## config.mk

```make
export PLATFORM = sky130hd
export DESIGN_NAME = spi_mem_bridge
export DESIGN_NICKNAME = d
export VERILOG_FILES = /design/src/rtl/spi_mem_pkg.sv /design/src/rtl/spi_pin_sync.sv /design/src/rtl/spi_mem_bridge.sv
export SDC_FILE = /design/constraint.sdc
export NUM_CORES = 1
export LEC_CHECK = 0
export BUFFER_PORTS_ARGS = -buffer_cell sky130_fd_sc_hd__buf_2
export CORE_UTILIZATION = 40
export CTS_CLUSTER_DIAMETER = 40
export CTS_CLUSTER_SIZE = 20
export DETAILED_ROUTE_END_ITERATION = 7
export SLEW_MARGIN = 20
export SYNTH_ARGS = -nofsm -noshare
export SYNTH_HDL_FRONTEND = slang
export SYNTH_HIERARCHICAL = 1
export SYNTH_SLANG_ARGS = --single-unit
export TNS_END_PERCENT = 100
```

## constraint.sdc

```tcl
create_clock -name clk -period 2.2 [get_ports clk]
set_input_delay 0.33 -clock clk [delete_from_list [all_inputs] [get_ports clk]]
set_output_delay 0.33 -clock clk [all_outputs]
set_load 0.05 [all_outputs]
```

## src/rtl/spi_mem_pkg.sv

```systemverilog
// Shared constants for the SPI-to-RAM bridge: command byte layout and FSM state codes.
// Kept in one package so the bridge and any future siblings agree on the encoding.
package spi_mem_pkg;

  localparam int BYTE_W       = 8;
  localparam int CMD_READ_BIT = 7;
  localparam int CMD_RSVD_MSB = 6;
  localparam int CMD_RSVD_LSB = 4;

  localparam logic [2:0] S_IDLE    = 3'd0;
  localparam logic [2:0] S_CMD     = 3'd1;
  localparam logic [2:0] S_WDATA   = 3'd2;
  localparam logic [2:0] S_WSTROBE = 3'd3;
  localparam logic [2:0] S_RFETCH  = 3'd4;
  localparam logic [2:0] S_RWAIT   = 3'd5;
  localparam logic [2:0] S_RSHIFT  = 3'd6;
  localparam logic [2:0] S_ERR     = 3'd7;

  function automatic logic cmd_rsvd_ok(input logic [BYTE_W-1:0] cmd);
    return cmd[CMD_RSVD_MSB:CMD_RSVD_LSB] == '0;
  endfunction

endpackage

```

## src/rtl/spi_pin_sync.sv

```systemverilog
// Multi-stage synchronizer for an asynchronous pin, with single-cycle rise/fall pulses
// derived from the synchronized level. STAGES must be at least 2.
module spi_pin_sync #(
  parameter int   STAGES  = 2,
  parameter logic RST_VAL = 1'b0
) (
  input  logic clk,
  input  logic rst_n,
  input  logic pin,
  output logic level,
  output logic rise,
  output logic fall
);

  logic [STAGES-1:0] chain;
  logic              prev;

  // NOTE: non-blocking assignments make each stage capture its neighbour's old value.
  always_ff @(posedge clk or negedge rst_n) begin
    if (!rst_n) begin
      chain <= {STAGES{RST_VAL}};
      prev  <= RST_VAL;
    end else begin
      chain <= {chain[STAGES-2:0], pin};
      prev  <= chain[STAGES-1];
    end
  end

  assign level = chain[STAGES-1];
  assign rise  = level & ~prev;
  assign fall  = ~level & prev;

endmodule

```

## src/rtl/spi_mem_bridge.sv

```systemverilog
// SPI mode-0 slave that turns command/data bytes into strobes for a 16-byte RAM macro,
// with auto-incrementing write and prefetching read bursts.
module spi_mem_bridge
  import spi_mem_pkg::*;
#(
  parameter int ADDR_W      = 4,
  parameter int SYNC_STAGES = 2
) (
  input  logic              clk,
  input  logic              rst_n,
  input  logic              sclk,
  input  logic              cs_n,
  input  logic              mosi,
  output logic              miso,
  output logic              miso_oe,
  output logic [ADDR_W-1:0] mem_addr,
  output logic [BYTE_W-1:0] mem_wdata,
  output logic              mem_lr_n,
  output logic              mem_ce_n,
  input  logic [BYTE_W-1:0] mem_rdata,
  output logic              busy
);

  logic sclk_rise, sclk_fall, unused_sclk_level;
  logic cs_level, cs_fall, unused_cs_rise;
  logic [SYNC_STAGES-1:0] mosi_sync;
  logic mosi_level;

  spi_pin_sync #(.STAGES(SYNC_STAGES), .RST_VAL(1'b0)) u_sclk_sync (
    .clk(clk), .rst_n(rst_n), .pin(sclk),
    .level(unused_sclk_level), .rise(sclk_rise), .fall(sclk_fall)
  );

  // Chip select resets to the deselected level so reset release is not a false select.
  spi_pin_sync #(.STAGES(SYNC_STAGES), .RST_VAL(1'b1)) u_cs_sync (
    .clk(clk), .rst_n(rst_n), .pin(cs_n),
    .level(cs_level), .rise(unused_cs_rise), .fall(cs_fall)
  );

  // Same depth as sclk so the data bit is aligned with the detected rising edge.
  always_ff @(posedge clk or negedge rst_n) begin
    if (!rst_n) mosi_sync <= '0;
    else        mosi_sync <= {mosi_sync[SYNC_STAGES-2:0], mosi};
  end
  assign mosi_level = mosi_sync[SYNC_STAGES-1];

  logic [2:0]        state;
  logic [3:0]        bit_cnt;
  logic [BYTE_W-1:0] rx_shift, tx_shift, rx_next;

  assign rx_next = {rx_shift[BYTE_W-2:0], mosi_level};

  always_ff @(posedge clk or negedge rst_n) begin
    if (!rst_n) begin
      state     <= S_IDLE;
      bit_cnt   <= '0;
      rx_shift  <= '0;
      tx_shift  <= '0;
      mem_addr  <= '0;
      mem_wdata <= '0;
    end else if (cs_level && state != S_IDLE && state != S_WSTROBE) begin
      // Deselect drops any partial byte; a strobe already issued is allowed to finish.
      state    <= S_IDLE;
      bit_cnt  <= '0;
      rx_shift <= '0;
    end else begin
      case (state)
        S_IDLE: begin
          if (cs_fall) begin
            state    <= S_CMD;
            bit_cnt  <= '0;
            rx_shift <= '0;
          end
        end
        S_CMD: begin
          if (sclk_rise) begin
            rx_shift <= rx_next;
            if (bit_cnt == 4'd7) begin
              bit_cnt <= '0;
              if (!cmd_rsvd_ok(rx_next)) begin
                state <= S_ERR;
              end else begin
                mem_addr <= rx_next[ADDR_W-1:0];
                state    <= rx_next[CMD_READ_BIT] ? S_RFETCH : S_WDATA;
              end
            end else begin
              bit_cnt <= bit_cnt + 4'd1;
            end
          end
        end
        S_WDATA: begin
          if (sclk_rise) begin
            rx_shift <= rx_next;
            if (bit_cnt == 4'd7) begin
              bit_cnt   <= '0;
              mem_wdata <= rx_next;
              state     <= S_WSTROBE;
            end else begin
              bit_cnt <= bit_cnt + 4'd1;
            end
          end
        end
        S_WSTROBE: begin
          mem_addr <= mem_addr + 1'b1;
          state    <= cs_level ? S_IDLE : S_WDATA;
        end
        S_RFETCH: state <= S_RWAIT;
        S_RWAIT: begin
          tx_shift <= mem_rdata;
          bit_cnt  <= '0;
          state    <= S_RSHIFT;
        end
        S_RSHIFT: begin
          // The falling edge that closes the previous byte arrives with bit_cnt == 0 and is ignored.
          if (sclk_rise) begin
            bit_cnt <= bit_cnt + 4'd1;
          end else if (sclk_fall && bit_cnt != 4'd0) begin
            tx_shift <= {tx_shift[BYTE_W-2:0], 1'b0};
            if (bit_cnt == 4'd8) begin
              mem_addr <= mem_addr + 1'b1;
              state    <= S_RFETCH;
            end
          end
        end
        default: state <= state;
      endcase
    end
  end

  // NOTE: outputs are continuous decodes of registered state, so no latch can form.
  assign busy     = (state != S_IDLE);
  assign mem_lr_n = (state != S_WSTROBE);
  assign mem_ce_n = (state != S_RFETCH);
  assign miso_oe  = busy && (state != S_CMD);
  assign miso     = (state == S_RSHIFT) && tx_shift[BYTE_W-1];

endmodule

```

## Word level (Yosys, flattened, before mapping)

Cells that the tools add are included.

| word-level totals | value |
|---|---|
| flip-flop bits (word level) | 42 |
| input port bits | 13 |
| word-level logic and storage cells | 101 |

| operators by class | value |
|---|---|
| add/subtract/negate cells | 2 |
| equal/unequal tests | 27 |
| muxes and demuxes | 33 |
| bitwise operators | 7 |
| reductions and logical operators | 21 |

Operators by type and width:

| cell | count |
|---|---|
| two-way mux 4 bit | 11 |
| two-way mux 3 bit | 11 |
| != test 3 bit, second input constant | 10 |
| two-way mux 7 bit | 3 |
| case mux 3 bit (7 select lines) | 1 |
| two-way mux 8 bit | 2 |
| case mux 4 bit (4 select lines) | 1 |
| case mux 8 bit (2 select lines) | 1 |
| case mux 7 bit (2 select lines) | 1 |
| != test 2 bit, second input constant | 6 |
| case mux 4 bit (3 select lines) | 1 |
| AND reduction 4 bit | 3 |
| equality test 3 bit, second input constant | 3 |
| AND reduction 9 bit | 1 |
| nonzero test 3 bit | 3 |
| adder 4 x 1 -> 4 bit, second input constant | 2 |
| AND reduction 8 bit | 1 |
| nonzero test 8 bit | 1 |
| equality test 3 x 2 -> 1 bit, second input constant | 2 |
| logical NOT 3 bit | 2 |
| != test 3 x 1 -> 1 bit, second input constant | 2 |
| logical AND 1 bit | 5 |
| nonzero test 5 bit | 1 |
| equality test 4 x 3 -> 1 bit, second input constant | 1 |
| 10 further kinds | 15 |

## Depth between registers and ports, before layout

| depth | value |
|---|---|
| word-level depth | 7 |
| depth in mapped cells | 8 |

## Modules after synthesis

The synthesis kept the hierarchy.

Modules (own cells, without submodules):

| module | instances | cells each | area an instance (um^2) | sequential area each (um^2) |
|---|---|---|---|---|
| spi_mem_bridge | 1 | 204 | 2048.2 | 900.9 |
| spi_pin_sync (u_cs_sync) | 1 | 5 | 93.8 | 78.8 |
| spi_pin_sync (u_sclk_sync) | 1 | 5 | 90.1 | 75.1 |

## Worst setup path after synthesis

No wires, ideal clock.

| timing path | value |
|---|---|
| kind | reg-to-reg |
| start point | register state[0] |
| end point | register rx_shift[3] |
| library setup time | 132 ps |
| arrival time | 1605 ps |
| data required time | 2068 ps |
| path slack | 462 ps |
| cell stages (with the launch flop) | 7 |
| path buffers | 1 |
| period minus slack after synthesis | 1738 ps |
| cells stage by stage | dfrtp_1 > and3b_2 > inv_1 > nand2_1 > clkbuf_1 > o21ai_0 > o31ai_1 |

RTL lines:

| item | RTL line | text |
|---|---|---|
| from (decl) | spi_mem_bridge.sv:47 | `logic [2:0] state;` |
| from (signal assigned) | spi_mem_bridge.sv:84 | `state <= rx_next[CMD_READ_BIT] ? S_RFETCH : S_WDATA;` |
| from (signal assigned) | spi_mem_bridge.sv:105 | `state <= cs_level ? S_IDLE : S_WDATA;` |
| from (signal assigned) | spi_mem_bridge.sv:125 | `default: state <= state;` |
| != test 3 x 2 -> 1 bit * | - |  |
| via mem_lr_n | spi_mem_bridge.sv:18 | `output logic mem_lr_n,` |
| logical AND 1 bit * | spi_mem_bridge.sv:61 | `end else if (cs_level && state != S_IDLE && state != S_WSTROBE) begin` |
| != test 3 x 1 -> 1 bit (no line), or another cell as far along | - |  |
| AND reduction 3 bit (no line) | - |  |
| to (signal assigned) | spi_mem_bridge.sv:77 | `rx_shift <= rx_next;` |
| to (signal assigned) | spi_mem_bridge.sv:93 | `rx_shift <= rx_next;` |
| to (decl) | spi_mem_bridge.sv:49 | `logic [BYTE_W-1:0] rx_shift, tx_shift, rx_next;` |

Mark *: on every way through the listed nets, which the timed path passes. The rest lies on a longest branch.
A chain may end at the register's enable or synchronous reset.

## Worst setup path in the final report

| timing path | value |
|---|---|
| start point | register state[2] |
| end point | output port miso |

| between the ends | value |
|---|---|
| word-level cells in the longest chain between the ends | 2 |

Ends and longest elaborated chain:

| item | RTL line | text |
|---|---|---|
| equality test 3 bit | spi_mem_bridge.sv:135 | `assign miso = (state == S_RSHIFT) && tx_shift[BYTE_W-1];` |
| logical AND 1 bit | spi_mem_bridge.sv:135 |  |
| to (decl) | spi_mem_bridge.sv:14 | `output logic miso,` |

No other way between the ends.

==> flow_summary.yaml <==
yosys:
  yosysWarnings: 6
  netlist_instances: 213
  syn_area_um2: 2230
  syn_area_per_cell_um2: 10.5
  synth_nets: 230
cts:
  cts_tree: "done"
  htree_levels: 2
  cts_buffers: 5
  clk_pin_slew_ns: 0.09
  clockBufferDepth: 2
  cts_root_buf: "clkbuf_8"
  clock-sinks: 42
  post_cts_buffers: 0
  clock_latency_ns: 0.30
drt:
  firstDrtPassIters: 4
  num_vias: 1687
  drc_errors: 0
  routed_wl_um: 4310
  routedWlPerCell_um: 13.6
  drt_iter0_drc: 56
  vias_per_cell: 5.32
  ant_nets: 0
setup_path:
  path_max_fanout: 14
  r2r_end: "state[1]"
  cp.required_ns: 1.87
  crit_arrival_ns: 1.76
  r2r_cells: 6
  crit_path_end_kind: "output pin"
  critPathKind: "reg -> out"
  rrSetupSlack_ns: 0.27
  reg2reg_from: "state[2]"
  start_kind: "flip-flop"
floorplanning:
  io_pins: 30
  fp.dieW_um: 76.6
  core_area_um2: 5240
  std_cell_rows: 26
  dieHeight_um: 76.6
  initial_core_util: 0.425
  die_area_um2: 5870
power:
  p_leak_nw: 1.13
  ir_drop_uv: 385
  powerDensity_nw_per_um2: 1000
finish:
  nets: 263
  area_growth_pct: 14.3
  drive_gt1_frac: 0.320
  antenna_cells: 0
  utilization: 0.486
min_path:
  hold_class: "in -> async"
timing:
  period_minus_slack_ns: 2.09
  fin_worst_skew_ns: 0.00882
  fmax_mhz: 479
  setup_violations: 0
  max_slew_margin: 0.579
  fin_tns_setup_ns: 0
  rsz0062_at_grt: "no"
  finalWorstSetupSlack_ns: 0.114
  slew_violations: 0
  worst_slew_pin_slew_ns: 0.630
  finalHoldViolCount: 0
  period_share: 0.948
grt:
  grtUsageTotal: 0.159
  grt_pass1_vias: 1622
  grt_pass1_wl_um: 7520
  antenna_found_initial: 0
  grt_max_degree: 43
  grt_overflow: 0
outcome:
  status: "complete, no violations"
placement:
  io_buffer_count: 29
  gp_congestion: 0.829
  dpl.hpwl_um: 3030
  dp_slack_ns: 0.313
flow_run:
  maxCapViolCount: 0
[sequential cells by signal, indices dropped and copies added (netlist names)]
name               flops
u_sclk_sync/chain      2
rx_shift               7
mosi_sync              2
u_cs_sync/chain        2
u_cs_sync/prev         1
mem_addr               4
state                  3
u_sclk_sync/prev       1
mem_wdata              8
tx_shift               8
bit_cnt                4
[through the flow]
stage,hold WS (ns),power [mW],std cells,instance area (µm²)
final,0.0883,2.55,317,2540
after global routing,0.117,2.72,317,2540
after CTS,0.116,2.57,317,2540
after detailed placement,0.343,1.95,309,2430
after global placement,0.332,1.95,309,2430
after floorplan,0.0344,1.74,213,2230
[worst max path at each step]
stage                          from     endpoint  slack (ns)  depth (start not counted)
2_1_floorplan              state[0]  rx_shift[3]        0.46                          6
6_report                   state[2]         miso        0.11                          4
4_1_cts                    state[1]         miso        0.05                          4
5_1_grt                    state[2]         miso        0.03                          4
3_5_place_dp               state[2]     state[2]        0.31                          6
3_3_place_gp   u_sclk_sync/chain[1]  mem_addr[3]        0.34                          5
[cells in the final DEF (no fill, tap or decap), types with 2 or more instances in the layout]
| master | count |
|---|---|
| inv_1 | 7 |
| buf_4 | 7 |
| o21ai_0 | 12 |
| and2b_2 | 4 |
| or3b_2 | 2 |
| dfrtp_1 | 38 |
| clkbuf_8 | 5 |
| nor3_1 | 6 |
| nand2_1 | 18 |
| nand3_1 | 6 |
| mux2i_1 | 8 |
| and3_1 | 2 |
| nor2_1 | 17 |
| dfstp_2 | 3 |
| a21oi_1 | 18 |
| a21oi_2 | 3 |
| o31ai_1 | 9 |
| or3_1 | 2 |
| ha_1 | 4 |
| buf_2 | 29 |
| and3b_2 | 2 |
| xnor2_1 | 2 |
| a31oi_1 | 2 |
| nand2b_1 | 2 |
| a22o_1 | 2 |
| mux2_2 | 9 |
[area by class of cell]
cell class | instances | area (µm²)
clock inverters | 2 | 37.5
multi-input cells | 154 | 1070
clock buffers | 6 | 72.6
inverters | 7 | 26.3
flip-flops and latches | 42 | 1060
repair buffers | 36 | 198
fillers | 521 | 2690
well taps | 70 | 87.6
[timing repair]
action / CTS / global route
resized for setup: 0 / 1
hold buffers: 0 / 0
endpoints found under the setup margin: 0 / 1
endpoints found under the hold margin: 0 / 0
[worst max-delay path, cell delays in order (launching register included)]
cell and delay [ns]:
dfrtp_1 0.60, and3b_2 0.29, buf_4 0.19, and2_1 0.13, buf_2 0.25
[routing by layer]
| metal | GRT usage | wire [µm] |
|---|---|---|
| met5 | 0 | 0 |
| met3 | 0.0383 | 168 |
| met2 | 0.262 | 1950 |
| met4 | 0.0462 | 44 |
| met1 | 0.207 | 2140 |
[report_power, final]
group	leakage, nW	internal, mW	switching [mW]
Clock	0.0514	0.339	0.277
Sequential	0.509	0.859	0.131
Combinational	0.572	0.335	0.606
Power figures use the tool's default switching activity.
